--- config.mk ---
export PLATFORM = sky130hd
export DESIGN_NAME = avalon_pio_bank
export DESIGN_NICKNAME = d
export VERILOG_FILES = /design/src/rtl/avalon_pio_bank.sv
export SDC_FILE = /design/constraint.sdc
export NUM_CORES = 1
export LEC_CHECK = 0
export CORE_MARGIN = 4
export CORE_UTILIZATION = 30
export DETAILED_ROUTE_END_ITERATION = 10
export PLACE_DENSITY = 0.47
export SYNTH_ARGS = -nofsm -noshare
export SYNTH_HDL_FRONTEND = slang
export SYNTH_SLANG_ARGS = --single-unit
--- constraint.sdc ---
create_clock -name clk_clk -period 1.5 [get_ports clk_clk]
set_input_delay 0.45 -clock clk_clk [delete_from_list [all_inputs] [get_ports clk_clk]]
set_output_delay 0.45 -clock clk_clk [all_outputs]
set_load 0.01 [all_outputs]
--- src/rtl/avalon_pio_bank.sv ---
// Avalon-MM PIO bank: N_OUT byte-writable output channels and N_IN synchronised
// input channels with sticky per-bit edge capture (write-1-to-clear) and a
// masked, level-sensitive interrupt. Read latency is one clock.
`timescale 1ns/1ps
module avalon_pio_bank #(
    parameter int                N_OUT     = 6,
    parameter int                N_IN      = 2,
    parameter int                DATA_W    = 32,
    parameter int                EDGE_MODE = 0,
    parameter logic [DATA_W-1:0] OUT_RST   = '0
) (
    input  logic                    clk_clk,
    input  logic                    reset_reset_n,
    input  logic [5:0]              avs_address,
    input  logic                    avs_read,
    input  logic                    avs_write,
    input  logic [DATA_W-1:0]       avs_writedata,
    input  logic [DATA_W/8-1:0]     avs_byteenable,
    output logic [DATA_W-1:0]       avs_readdata,
    output logic                    avs_readdatavalid,
    output logic [N_OUT*DATA_W-1:0] out_export,
    input  logic [N_IN*DATA_W-1:0]  in_export,
    output logic                    irq
);
    localparam int BE_W = DATA_W / 8;

    typedef enum logic {ST_PRIME, ST_RUN} state_t;

    // Address splits into a 4-word-group selector and a channel index
    logic [1:0]        grp;
    logic [3:0]        idx;
    logic [DATA_W-1:0] be_mask;
    assign grp = avs_address[5:4];
    assign idx = avs_address[3:0];

    genvar gi;
    generate
        for (gi = 0; gi < BE_W; gi++) begin : g_be
            assign be_mask[gi*8 +: 8] = {8{avs_byteenable[gi]}};
        end
    endgenerate

    // Per-channel register views gathered for the read mux and irq reduction
    logic [DATA_W-1:0] out_q  [N_OUT];
    logic [DATA_W-1:0] in_q   [N_IN];
    logic [DATA_W-1:0] cap_q  [N_IN];
    logic [DATA_W-1:0] mask_q [N_IN];

    // Prime FSM: edge detection stays off until the sync chain holds real input levels
    state_t     state_reg, state_next;
    logic [1:0] cnt_reg, cnt_next;

    // State register for the prime FSM
    always_ff @(posedge clk_clk or negedge reset_reset_n) begin
        if (!reset_reset_n) begin
            state_reg <= ST_PRIME;
            cnt_reg   <= 2'd0;
        end else begin
            state_reg <= state_next;
            cnt_reg   <= cnt_next;
        end
    end

    // Count three cycles in PRIME, then remain in RUN until reset
    always_comb begin
        state_next = state_reg;
        cnt_next   = cnt_reg;
        if (state_reg == ST_PRIME) begin
            if (cnt_reg == 2'd2) begin
                state_next = ST_RUN;
            end else begin
                cnt_next = cnt_reg + 2'd1;
            end
        end
    end

    generate
        for (gi = 0; gi < N_OUT; gi++) begin : g_out
            logic              wr_sel;
            logic [DATA_W-1:0] data_reg;
            assign wr_sel = avs_write && (grp == 2'd0) && (idx == 4'(gi));

            // Byte-lane merge of writes into the output register
            always_ff @(posedge clk_clk or negedge reset_reset_n) begin
                if (!reset_reset_n) begin
                    data_reg <= OUT_RST;
                end else if (wr_sel) begin
                    data_reg <= (data_reg & ~be_mask) | (avs_writedata & be_mask);
                end
            end

            assign out_q[gi]                       = data_reg;
            assign out_export[gi*DATA_W +: DATA_W] = data_reg;
        end

        for (gi = 0; gi < N_IN; gi++) begin : g_in
            logic              mask_sel, clr_sel;
            logic [DATA_W-1:0] sync1_reg, sync2_reg, prev_reg, mask_reg, cap_reg;
            logic [DATA_W-1:0] edge_raw, edge_hit, clr_bits;

            assign mask_sel = avs_write && (grp == 2'd3) && (idx == 4'(gi));
            assign clr_sel  = avs_write && (grp == 2'd2) && (idx == 4'(gi));
            assign clr_bits = clr_sel ? (avs_writedata & be_mask) : '0;

            if (EDGE_MODE == 0) begin : g_rise
                assign edge_raw = sync2_reg & ~prev_reg;
            end else if (EDGE_MODE == 1) begin : g_fall
                assign edge_raw = ~sync2_reg & prev_reg;
            end else begin : g_any
                assign edge_raw = sync2_reg ^ prev_reg;
            end
            assign edge_hit = (state_reg == ST_RUN) ? edge_raw : '0;

            // Two-flop synchroniser followed by the previous-value register
            always_ff @(posedge clk_clk or negedge reset_reset_n) begin
                if (!reset_reset_n) begin
                    sync1_reg <= '0;
                    sync2_reg <= '0;
                    prev_reg  <= '0;
                end else begin
                    sync1_reg <= in_export[gi*DATA_W +: DATA_W];
                    sync2_reg <= sync1_reg;
                    prev_reg  <= sync2_reg;
                end
            end

            // Sticky capture; a new edge overrides a simultaneous clear
            always_ff @(posedge clk_clk or negedge reset_reset_n) begin
                if (!reset_reset_n) begin
                    cap_reg <= '0;
                end else begin
                    cap_reg <= (cap_reg & ~clr_bits) | edge_hit;
                end
            end

            // Byte-lane merge of writes into the irq mask
            always_ff @(posedge clk_clk or negedge reset_reset_n) begin
                if (!reset_reset_n) begin
                    mask_reg <= '0;
                end else if (mask_sel) begin
                    mask_reg <= (mask_reg & ~be_mask) | (avs_writedata & be_mask);
                end
            end

            assign in_q[gi]   = sync2_reg;
            assign cap_q[gi]  = cap_reg;
            assign mask_q[gi] = mask_reg;
        end
    endgenerate

    logic [DATA_W-1:0] rd_mux;
    logic              irq_any;

    // Read mux over current register contents; unmapped slots read as zero
    always_comb begin
        rd_mux = '0;
        case (grp)
            2'd0: for (int i = 0; i < N_OUT; i++) if (idx == 4'(i)) rd_mux = out_q[i];
            2'd1: for (int i = 0; i < N_IN; i++)  if (idx == 4'(i)) rd_mux = in_q[i];
            2'd2: for (int i = 0; i < N_IN; i++)  if (idx == 4'(i)) rd_mux = cap_q[i];
            default: for (int i = 0; i < N_IN; i++) if (idx == 4'(i)) rd_mux = mask_q[i];
        endcase
    end

    // Any masked capture bit requests an interrupt
    always_comb begin
        irq_any = 1'b0;
        for (int i = 0; i < N_IN; i++) begin
            irq_any = irq_any | (|(cap_q[i] & mask_q[i]));
        end
    end

    // Registered read response and interrupt output
    always_ff @(posedge clk_clk or negedge reset_reset_n) begin
        if (!reset_reset_n) begin
            avs_readdata      <= '0;
            avs_readdatavalid <= 1'b0;
            irq               <= 1'b0;
        end else begin
            avs_readdatavalid <= avs_read;
            if (avs_read) begin
                avs_readdata <= rd_mux;
            end
            irq <= irq_any;
        end
    end
endmodule

==> results.toml <==
[sta]
fmax_mhz = 523
fin_hold_ws_ns = 0.254
rsz0062_at_grt = "yes"
finalMaxSlewViolations = 0
worst_pin_slew_ns = 0.451
maxSlewHeadroom_pct = 69.9
fin_ws_ns = -0.411
skew_ns = 0.0178
min_period_ns = 1.91
post-route-period-util_pct = 127
finalHoldViolCount = 0
setup_viol = 258

[finish]
layout-drive-gt1-share_pct = 56.5
areaGrowthSynthToFinish_pct = 61.5
fin_nets = 2571
fin_area_um2 = 35300
n_fill_cell = 6411

[die]
start_util_pct = 30.4
core_area_um2 = 71900
die_width_um = 278
die_y_um = 278
rows = 98
dieArea_um2 = 77200
ioPinCount = 336

[power_and_ir_drop]
seqPwrFrac_pct = 42.6
p_int_w = 0.0289
pwr-share-comb_pct = 16.7
clkPwrFrac_pct = 40.7
p_switching_w = 0.00985
ir_worst_vdd_mv = 1.10
p_leak_nw = 16.5
p_sw_share_pct = 25.4
power_density_nw_per_um2 = 1100

[synth]
yosysWarnings = 0
syn_area_um2 = 21800
synth.top_cell.area_share_pct = 62.9
mappedNetlistNets = 1669
yosys.area.top_type = "dfrtp_1"
synth_edf_count = 0
ys_async_sr_fraction_pct = 100
synthTopCellsByArea = "dfrtp_1 (63%), mux2_2 (13%), mux4_2 (3.3%), nand2_1 (2.1%), a221oi_1 (1.8%)"
ys.flop_type = "dfrtp_1"
synth.most_common_cell = "dfrtp_1"
synth.distinct_cells = 48
ys_ff_latch = 549
netlist_instances = 1558
synth.avg_cell_area_um2 = 14.0
yosysSeqAreaShare_pct = 62.9
synthTopCellsByCount = "dfrtp_1 (549), mux2_2 (245), nand2_1 (122), clkbuf_1 (95), nand3_1 (60)"

[global_route]
antenna_found_initial = 2
track_usage_pct = 21.9
overflow = 0
grt_pass1_vias = 18600
grt_start_max_net_pins = 76
grt_pass1_wl_mm = 128

[setup_path]
critPathRequiredTime_ns = 1.99
cp_max_fo = 2
endpoint_kind = "flop"
crit_type = "flop to flop"
regToRegEndpoint = "irq"
crit_arrival_ns = 2.40
startpoint_type = "flop"
r2r_cells = 4
r2r_slack_ns = -0.41

[drt]
routed.top_layer = "met5"
wl_per_cell_um = 24.8
avgViaCountPerCell = 5.00
ant_nets = 0
firstDrtPassIters = 7
route.vias.total = 17300
wl_met3_mm = 5.10
drtIter0Drc = 1096
wl_met1_mm = 37.3
wl_met2_mm = 40.6
drc = 0
wl_mm = 85.8

[job]
cap_violations = 0

[clock_network]
clock_latency_ns = 0.63
h-tree-depth = 2
cts_buffer_depth = 3
cts.clk_slew.worst_paths_ns = 0.07
clockRootBuffer = "clkbuf_16"
cts_inserted_buffers = 60
cts_tree = "built"
cts_sinks = 549

[hold_path]
worstHoldPathCells = 1
hold_end = "g_in[1].sync1_reg[15]"
hold_path.class = "primary input to flop"
min_from = "in_export[47]"

[status]
violations = "negative setup slack"
status = "finished with violations"

[placement]
gp_congestion = 0.872
port_buffers = 335
dpl-instance-area_um2 = 30800
dpl.hpwl_mm = 63.9
[logic make-up after synthesis]
group / synth area share (%)
simple gates: 5.51
flops: 62.9
mux: 16.6
buf+inv: 2.82
xor+xnor: 0.0401
compound gates: 12.1
fa+ha+maj: 0.0573
[layout make-up]
cell class	count	area (um^2)	area share (%)
antenna	1	2.50	0.00709
clock buffer	79	1700	4.83
clock inverter	33	423	1.20
inverter	29	109	0.309
multi-input combinational	855	8350	23.7
sequential	549	13700	39.0
tap	950	1190	3.37
timing repair buffer	965	9760	27.7
[stage by stage]
step	util, %	worst slack [ns]	std cells	total power [W]	setup TNS [ns]
global placement	42.8	-1.17	3191	0.0222	-326.62
floorplan	-	-0.404	1558	0.0183	-76.65
detailed placement	42.8	-1.19	3191	0.0223	-333.59
finish	49.1	-0.411	3461	0.0387	-38.97
CTS	48.3	-0.396	3418	0.0389	-46.86
global route	49.1	-0.391	3460	0.0402	-48.73
[worst max-delay path, stage by stage (launching register included)]
cell,delay [ns]
dfrtp_1,0.46
a22o_1,0.24
a221oi_2,0.22
nand4_1,0.21
or4_4,0.63
[cells in the final DEF (no fill, tap or decap), types with 35 or more instances in the layout]
master	instances
nand2_1	109
dfrtp_1	541
o2bb2ai_1	38
buf_2	48
nand3_1	56
o21ai_0	38
buf_4	409
buf_6	308
clkdlybuf4s50_1	101
clkbuf_16	61
a221o_1	35
mux2_2	220
buf_12	85
[per-layer routing]
metal	global-route usage [%]	vias up
li1	-	7695
met1	30.1	8922
met2	35.4	561
met3	3.77	125
met4	6.80	4
met5	0	-
[repair_timing]
action | 4_1_cts | 5_1_grt
gates cloned | 6 | 2
resized for setup | 1352 | 72
setup endpoints to repair | 579 | 396
pin swaps | 34 | 30
buffers inserted | 116 | 44
hold endpoints to repair | 130 | 0
hold buffers | 1 | 0
[power groups by stage]
stage / combinational [W] / sequential [W] / clock (W)
floorplan: 0.00155 / 0.0167 / 0
global placement: 0.00553 / 0.0167 / 0
detailed placement: 0.00558 / 0.0167 / 0
CTS: 0.00629 / 0.0165 / 0.0162
global route: 0.00683 / 0.0166 / 0.0167
finish: 0.00645 / 0.0165 / 0.0158
[how the worst max path moves through the flow]
| stage | endpoint | slack [ns] | depth (start not counted) |
|---|---|---|---|
| after floorplan | flop | -0.40 | 5 |
| after global placement | avs_readdata[22] | -1.17 | 8 |
| after detailed placement | avs_readdata[22] | -1.19 | 8 |
| after CTS | irq | -0.40 | 4 |
| after global routing | irq | -0.39 | 4 |
| final | irq | -0.41 | 4 |
Note: power is estimated with default switching activity, not from simulation.
